### src/rtl/mux_pkg.sv
// Shared constants, index type and a constant-evaluable clog2 for the N:1 stream mux.
package mux_pkg;

  localparam int MAX_NUM_IN = 16;
  localparam int LEAF_RADIX = 4;

  function automatic int clog2(input int value);
    int result;
    result = 0;
    for (int v = value - 1; v > 0; v = v >> 1) begin
      result++;
    end
    return result;
  endfunction

  localparam int CHAN_IDX_W = clog2(MAX_NUM_IN);

  typedef logic [CHAN_IDX_W-1:0] chan_idx_t;

endpackage

### src/rtl/mux_leaf4.sv
// Combinational 4:1 word selector; the leaf cell of the stream mux select tree.
module mux_leaf4
  import mux_pkg::*;
#(
  parameter int DATA_W = 8
) (
  input  logic [LEAF_RADIX*DATA_W-1:0] data_i,
  input  logic [1:0]                   sel_i,
  output logic [DATA_W-1:0]            data_o
);

  always_comb begin
    case (sel_i)
      2'd0:    data_o = data_i[0*DATA_W +: DATA_W];
      2'd1:    data_o = data_i[1*DATA_W +: DATA_W];
      2'd2:    data_o = data_i[2*DATA_W +: DATA_W];
      default: data_o = data_i[3*DATA_W +: DATA_W];
    endcase
  end

endmodule

### src/rtl/mux_nx1_stream.sv
// N:1 valid/ready stream multiplexer with a registered output stage.
// Define MUX_NX1_ROUND_ROBIN_EN to add the rr_mode port and round-robin arbitration.
module mux_nx1_stream
  import mux_pkg::*;
#(
  parameter  int NUM_IN = 5,
  parameter  int DATA_W = 8,
  localparam int SEL_W  = (clog2(NUM_IN) < 1) ? 1 : clog2(NUM_IN)
) (
  input  logic                     clk,
  input  logic                     rst,
  input  logic [NUM_IN*DATA_W-1:0] in_data,
  input  logic [NUM_IN-1:0]        in_valid,
  output logic [NUM_IN-1:0]        in_ready,
  input  logic [SEL_W-1:0]         sel,
`ifdef MUX_NX1_ROUND_ROBIN_EN
  input  logic                     rr_mode,
`endif
  output logic [DATA_W-1:0]        out_data,
  output logic                     out_valid,
  input  logic                     out_ready,
  output logic [SEL_W-1:0]         out_chan,
  output logic                     sel_err
);

  localparam int NUM_LEAF = (NUM_IN + LEAF_RADIX - 1) / LEAF_RADIX;
  localparam int PAD_W    = NUM_LEAF * LEAF_RADIX * DATA_W;
  localparam logic [SEL_W:0] NUM_IN_CMP = (SEL_W+1)'(NUM_IN);

  logic [DATA_W-1:0] out_data_q, out_data_d;
  logic              out_valid_q, out_valid_d;
  logic [SEL_W-1:0]  out_chan_q, out_chan_d;
  logic              sel_err_q, sel_err_d;

  logic              space;
  logic              sel_in_range;
  logic              accept;
  chan_idx_t         grant_idx;
  logic              grant_ok;

  assign space        = ~out_valid_q | out_ready;
  assign sel_in_range = {1'b0, sel} < NUM_IN_CMP;

`ifdef MUX_NX1_ROUND_ROBIN_EN
  localparam logic [CHAN_IDX_W:0] NUM_IN_EXT = (CHAN_IDX_W+1)'(NUM_IN);

  logic [SEL_W-1:0]    last_grant_q, last_grant_d;
  logic [CHAN_IDX_W:0] rr_sum, rr_cand;
  chan_idx_t           rr_try, rr_idx;
  logic                rr_found;

  // Walk upward from the channel after last_grant, wrapping at NUM_IN.
  always_comb begin
    rr_found = 1'b0;
    rr_idx   = '0;
    rr_sum   = '0;
    rr_cand  = '0;
    rr_try   = '0;
    for (int k = 1; k <= NUM_IN; k++) begin
      rr_sum  = {1'b0, chan_idx_t'(last_grant_q)} + (CHAN_IDX_W+1)'(k);
      rr_cand = (rr_sum >= NUM_IN_EXT) ? rr_sum - NUM_IN_EXT : rr_sum;
      rr_try  = chan_idx_t'(rr_cand);
      if (!rr_found && in_valid[rr_try[SEL_W-1:0]]) begin
        rr_found = 1'b1;
        rr_idx   = rr_try;
      end
    end
  end

  assign last_grant_d = accept ? grant_idx[SEL_W-1:0] : last_grant_q;

  always_ff @(posedge clk) begin
    if (rst) last_grant_q <= SEL_W'(NUM_IN - 1);
    else     last_grant_q <= last_grant_d;
  end
`endif

  always_comb begin
    grant_idx = chan_idx_t'(sel);
    grant_ok  = sel_in_range;
    sel_err_d = ~sel_in_range & (|in_valid);
`ifdef MUX_NX1_ROUND_ROBIN_EN
    if (rr_mode) begin
      grant_idx = rr_idx;
      grant_ok  = rr_found;
      sel_err_d = 1'b0;
    end
`endif
  end

  // NOTE: every output of an always_comb gets a default first, so no path can infer a latch.
  always_comb begin
    in_ready = '0;
    if (space && grant_ok && !rst) in_ready[grant_idx[SEL_W-1:0]] = 1'b1;
  end

  assign accept = |(in_ready & in_valid);

  // Zero-padding ties off the unused inputs of the last leaf.
  logic [PAD_W-1:0]  padded_data;
  logic [DATA_W-1:0] leaf_out [NUM_LEAF];
  logic [DATA_W-1:0] tree_data;
  logic [1:0]        leaf_sel;

  assign padded_data = PAD_W'(in_data);
  assign leaf_sel    = grant_idx[CHAN_IDX_W-1:2];

  for (genvar g = 0; g < NUM_LEAF; g++) begin : g_leaf
    mux_leaf4 #(.DATA_W(DATA_W)) u_leaf (
      .data_i(padded_data[g*LEAF_RADIX*DATA_W +: LEAF_RADIX*DATA_W]),
      .sel_i (grant_idx[1:0]),
      .data_o(leaf_out[g])
    );
  end

  always_comb begin
    tree_data = '0;
    for (int j = 0; j < NUM_LEAF; j++) begin
      if (leaf_sel == 2'(j)) tree_data = leaf_out[j];
    end
  end

  // A new word may replace a draining one in the same cycle.
  always_comb begin
    out_data_d  = out_data_q;
    out_chan_d  = out_chan_q;
    out_valid_d = out_valid_q;
    if (accept) begin
      out_data_d  = tree_data;
      out_chan_d  = grant_idx[SEL_W-1:0];
      out_valid_d = 1'b1;
    end else if (out_ready) begin
      out_valid_d = 1'b0;
    end
  end

  // NOTE: state registers use non-blocking assignment so every flop samples pre-edge values.
  always_ff @(posedge clk) begin
    if (rst) begin
      out_data_q  <= '0;
      out_valid_q <= 1'b0;
      out_chan_q  <= '0;
      sel_err_q   <= 1'b0;
    end else begin
      out_data_q  <= out_data_d;
      out_valid_q <= out_valid_d;
      out_chan_q  <= out_chan_d;
      sel_err_q   <= sel_err_d;
    end
  end

  assign out_data  = out_data_q;
  assign out_valid = out_valid_q;
  assign out_chan  = out_chan_q;
  assign sel_err   = sel_err_q;

endmodule

### config.mk
export PLATFORM = sky130hd
export DESIGN_NAME = mux_nx1_stream
export DESIGN_NICKNAME = d
export VERILOG_FILES = /design/src/rtl/mux_pkg.sv /design/src/rtl/mux_leaf4.sv /design/src/rtl/mux_nx1_stream.sv
export SDC_FILE = /design/constraint.sdc
export NUM_CORES = 1
export LEC_CHECK = 0
export BUFFER_PORTS_ARGS = -buffer_cell sky130_fd_sc_hd__buf_2
export CORE_MARGIN = 2
export CORE_UTILIZATION = 44
export DETAILED_ROUTE_END_ITERATION = 10
export PLACE_DENSITY = 0.8
export SYNTH_ARGS = -nofsm -noshare
export SYNTH_HDL_FRONTEND = slang
export SYNTH_HIERARCHICAL = 1
export SYNTH_SLANG_ARGS = --single-unit
### constraint.sdc
create_clock -name clk -period 1.6 [get_ports clk]
set_input_delay 0.08 -clock clk [delete_from_list [all_inputs] [get_ports clk]]
set_output_delay 0.08 -clock clk [all_outputs]
set_load 0.02 [all_outputs]
---- Yosys cells after proc, flatten, opt, wreduce, memory -nomap -nowiden ----
Cells that the tools add are included.
storage, ports and cells
  word-level logic and storage cells ...... 32
  register bits ........................... 13
  output and inout port bits .............. 18
operators by class
  $lt $le $gt $ge ......................... 3
  bitwise logic cells ..................... 5
  mux-type cells .......................... 9
  reduce and logical (&&, ||, !) cells .... 9
  eq/ne operators ......................... 2
operators by type and width
  cell                                                               count
  2-to-1 mux 8 bit                                                   3
  one-hot mux 8 bit (3 select lines)                                 1
  OR reduction 5 bit                                                 2
  bitwise AND 5 bit                                                  1
  2-to-1 mux 5 bit                                                   1
  logical NOT 2 bit                                                  2
  less-than comparator 3 x 4 -> 1 bit, second input constant         1
  demux 1 bit (select 3 bit)                                         1
  greater-or-equal comparator 3 x 1 -> 1 bit, second input constant  1
  logical AND 1 bit                                                  3
  less-than comparator 3 bit, second input constant                  1
  2-to-1 mux 1 bit                                                   3
  == test 2 x 1 -> 1 bit, second input constant                      1
  == test 2 bit, second input constant                               1
  inverter 1 bit                                                     2
  nonzero test 2 bit                                                 1
  bitwise AND 1 bit                                                  1
  logical NOT 1 bit                                                  1
  OR 1 bit                                                           1

---- Depth between registers and ports, before layout ----
  depth after elaboration ................. 8
  mapped depth ............................ 6
  mapped depth without buffers ............ 4

---- Hierarchy ----
The synthesis kept the hierarchy.
modules (own cells, without submodules)
  module          area an instance (um^2)  times used  cells each
  mux_nx1_stream  828.3                    1           82
  mux_leaf4       196.4                    2           10

---- Worst setup path after synthesis ----
Ideal clock, no wire load.
  path kind ............................... flip-flop to flip-flop
  start point ............................. register out_valid_q, in the netlist out_valid
  end point ............................... register out_data_q[0], in the netlist out_data[0]
  buffers on the path ..................... 1
  setup slack ............................. 0.287 ns
  required time ........................... 1.457 ns
  setup time .............................. 0.143 ns
  arrival time ............................ 1.169 ns
  cell stages (with the launch flop) ...... 6
  cells stage by stage .................... dfxtp_1 -> nand2b_1 -> nand4_1 -> buf_4 -> a221oi_2 -> a211oi_2
on the way
  longest elaborated chain between the ends .. 7
ends and longest elaborated chain
  item                            RTL line               source
  start: declaration              mux_nx1_stream.sv:31   logic out_valid_q, out_valid_d;
  start signal: assignment        mux_nx1_stream.sv:146  out_valid_q <= out_valid_d;
  inverter 1 bit                  mux_nx1_stream.sv:41   assign space = ~out_valid_q | out_ready;
  OR 1 bit                        mux_nx1_stream.sv:41
  logical AND 1 bit (2 in a row)  mux_nx1_stream.sv:94   if (space && grant_ok && !rst) in_ready[grant_idx[SEL_W-1:0]] = 1'b1;
  2-to-1 mux 5 bit                mux_nx1_stream.sv:94
  bitwise AND 5 bit               mux_nx1_stream.sv:97   assign accept = |(in_ready & in_valid);
  OR reduction 5 bit              mux_nx1_stream.sv:97
  end signal: assignment          mux_nx1_stream.sv:145  out_data_q <= out_data_d;
  end: declaration                mux_nx1_stream.sv:30   logic [DATA_W-1:0] out_data_q, out_data_d;
No other way between the ends.
A chain may end at the register's enable or synchronous reset.

---- Worst setup path after layout ----
  start point ............................. register out_valid_q, in the netlist out_valid
  end point ............................... register out_data_q[5], in the netlist out_data[5]
The elaborated chain is that of the path after synthesis.

==> summary.md <==
| Metric | Value |
|---|---|
| CTS Root Cell | `clkbuf_4` |
| GRT Util Overall | `18.33%` |
| Clk buf depth | `2` |
| Die width | `56.68 um` |
| Post-route setup TNS | `0 ps` |
| Req. time, crit path | `1750 ps` |
| Total CTS buffers | `3` |
| Leading area contributor after synthesis | `mux4_2` |
| Met1 Usage GRT | `23.90%` |
| Fill count | `227` |
| RSZ-0062 raised after global routing | `no` |
| Largest net degree at the start of global routing | `17` |
| Gpl congestion | `0.8176` |
| First-pass GRT wire length | `4754 um` |
| EDFF count, synth | `0` |
| LEAKAGE | `0.7848 nW` |
| CTS tree | `built` |
| CP Data Arrival Time | `1600 ps` |
| Starting density of the core | `45.46%` |
| Final net count | `247` |
| Most common library cells after synthesis | `mux4_2 (17), dfxtp_1 (13), inv_1 (10)` |
| Clk sinks | `13` |
| Core Rows | `19` |
| Post-DP Area | `0.001678 mm2` |
| Yosys top cell area share | `31.35%` |
| Final min period | `1443 ps` |
| Final non-filler cell total | `226` |
| Max Fclk | `692.9 MHz` |
| Hold Slack | `134.6 ps` |
| Vias per inst | `5.173` |
| Mapped Area | `0.001221 mm2` |
| Met2 Usage GRT | `29.90%` |
| Cells after DPL | `220` |
| Grt ovf | `0` |
| Post-route cell area | `0.001719 mm2` |
| Num ports | `69` |
| Layout Utilization | `64.00%` |
| Flops & latches, synth | `13` |
| Post-synth ARST share | `0%` |
| Critical path peak fanout | `8` |
| Setup WS pre-CTS | `95.90 ps` |
| Final Total Pwr | `913.7 uW` |
| Worst hold path type | `input pin to register` |
| Final hold violations | `0` |
| Pre-antenna DRT Iters | `4` |
| PwrDens | `531.5 mW/mm2` |
| Synthesized instance count | `102` |
| Critical path class | `register to register` |
| Final setup fails | `0` |
| CTS clk-pin slew, worst paths | `70 ps` |
| Core ar. | `0.002686 mm2` |
| Outcome | `completed` |
| Final wirelength | `2784 um` |
| Die Y-Extent | `56.68 um` |
| Ys Warns | `6` |
| H-tree levels | `1` |
| Vias | `1,169` |
| Worst-case vdd ir drop | `337.9 uV` |
| Top Usage Layer GRT | `met2` |
| Initial antenna violation count | `0` |
| Full die area | `0.003213 mm2` |
| Avg Cell Area, Syn | `11.97 um2` |
| DR iter-0 viols | `32` |
| CP Capture Type | `register` |
| Yosys cell types | `31` |
| GR Util met3 | `2.074%` |
| Vias in the first global route | `1,169` |
| Drt wl/cell | `12.32 um` |
| Share of cells above drive strength 1 | `58.46%` |
| Clk_skew | `1.249 ps` |
| Sequential share of the synthesized area | `21.31%` |
| Maxcap violations | `0` |
| DP Wirelength | `2380 um` |
| Count leader, synth | `mux4_2` |
| Largest cells by area after synthesis | `mux4_2 (31%), dfxtp_1 (21%), a221oi_2 (9.8%), a211oi_2 (8.2%), nor2b_1 (4.6%)` |
| Port Buffers | `68` |
| Critical Path Start Type | `register` |
| Post-CTS Resized | `0` |
| Layout Area Growth over Synthesis | `40.78%` |
| Setup WS post-layout | `156.9 ps` |
| Latest clock arrival within the worst-skew pair | `270 ps` |
| # DRC | `0` |
| Ant diodes | `0` |
| Post-route ant nets | `0` |
| Tcrit/Tclk final | `90.20%` |
| Fin. max-slew vios | `0` |
| Post-synth top flop | `dfxtp_1` |
[final cells by class]
class | count | area, um2 | share of cell area [%]
multi-input cells | 91 | 910.9 | 52.98
repair buffers | 77 | 445.4 | 25.91
flip-flops and latches | 13 | 260.3 | 15.14
well taps | 31 | 38.79 | 2.256
inverters | 10 | 37.54 | 2.183
clock buffers | 4 | 26.28 | 1.528
[report_power, final]
group | switching, mW | internal (mW) | leakage, nW | total [mW]
Sequential | 0.00988 | 0.345 | 0.106 | 0.355
Combinational | 0.170 | 0.194 | 0.663 | 0.364
Clock | 0.0985 | 0.0968 | 0.0150 | 0.195
[state kept, by name, summed over array words and instances, names as in the netlist]
signal / count
out_data: 8
out_valid: 1
sel_err: 1
out_chan: 3
[routing by layer]
metal  share of wire (%)  vias up
li1                    -      568
met2                  48       62
met4                 2.5        0
met5                   0        -
met3                 7.9        7
met1                  42      532
[worst max-delay path, cell delays in order (launching register included)]
cell and delay, ps:
dfxtp_1 310, nand2b_1 200, nand4_1 220, buf_4 240
a221oi_2 270, a211oi_2 70
[cell usage in the layout (no fill, tap or decap), types with 2 or more instances in the layout]
| master | Yosys | routed |
|---|---|---|
| nor2_1 | 3 | 3 |
| and2_1 | 2 | 2 |
| a211oi_2 | 8 | 8 |
| buf_12 | 1 | 3 |
| conb_1 | 1 | 24 |
| nor3_1 | 3 | 3 |
| mux4_2 | 17 | 17 |
| dfxtp_1 | 13 | 13 |
| inv_1 | 10 | 10 |
| a221oi_2 | 8 | 8 |
| and3_1 | 3 | 3 |
| buf_2 | 1 | 68 |
| buf_4 | 2 | 6 |
| nor2b_1 | 9 | 9 |
| clkbuf_4 | 0 | 3 |
[kinds of logic (layout without fill, tap and decap cells)]
family	Yosys count	count (layout)	synth area share (%)
buffers and inverters	21	91	11.17
and+or+nand+nor	27	27	13.42
muxes	19	19	33.09
AOI/OAI and AO/OA	21	21	20.70
other	1	24	0.3071
DFF	13	13	21.31
[timing repair]
action,in CTS,in global routing
hold endpoints to repair,0,0
buffers inserted,0,2
hold buffers,0,0
endpoints found under the setup margin,0,8
[worst paths after layout]
check	cells past startpoint	from	endpoint	slack [ps]
worst max-delay path	5	out_valid	out_data[5]	160
worst min-delay path	3	in_valid[0]	sel_err	130
worst max register to register	5	out_valid	out_data[5]	160
worst min register to register	2	out_data[3]	out_data[3]	460
(Power assumes the default switching activity.)
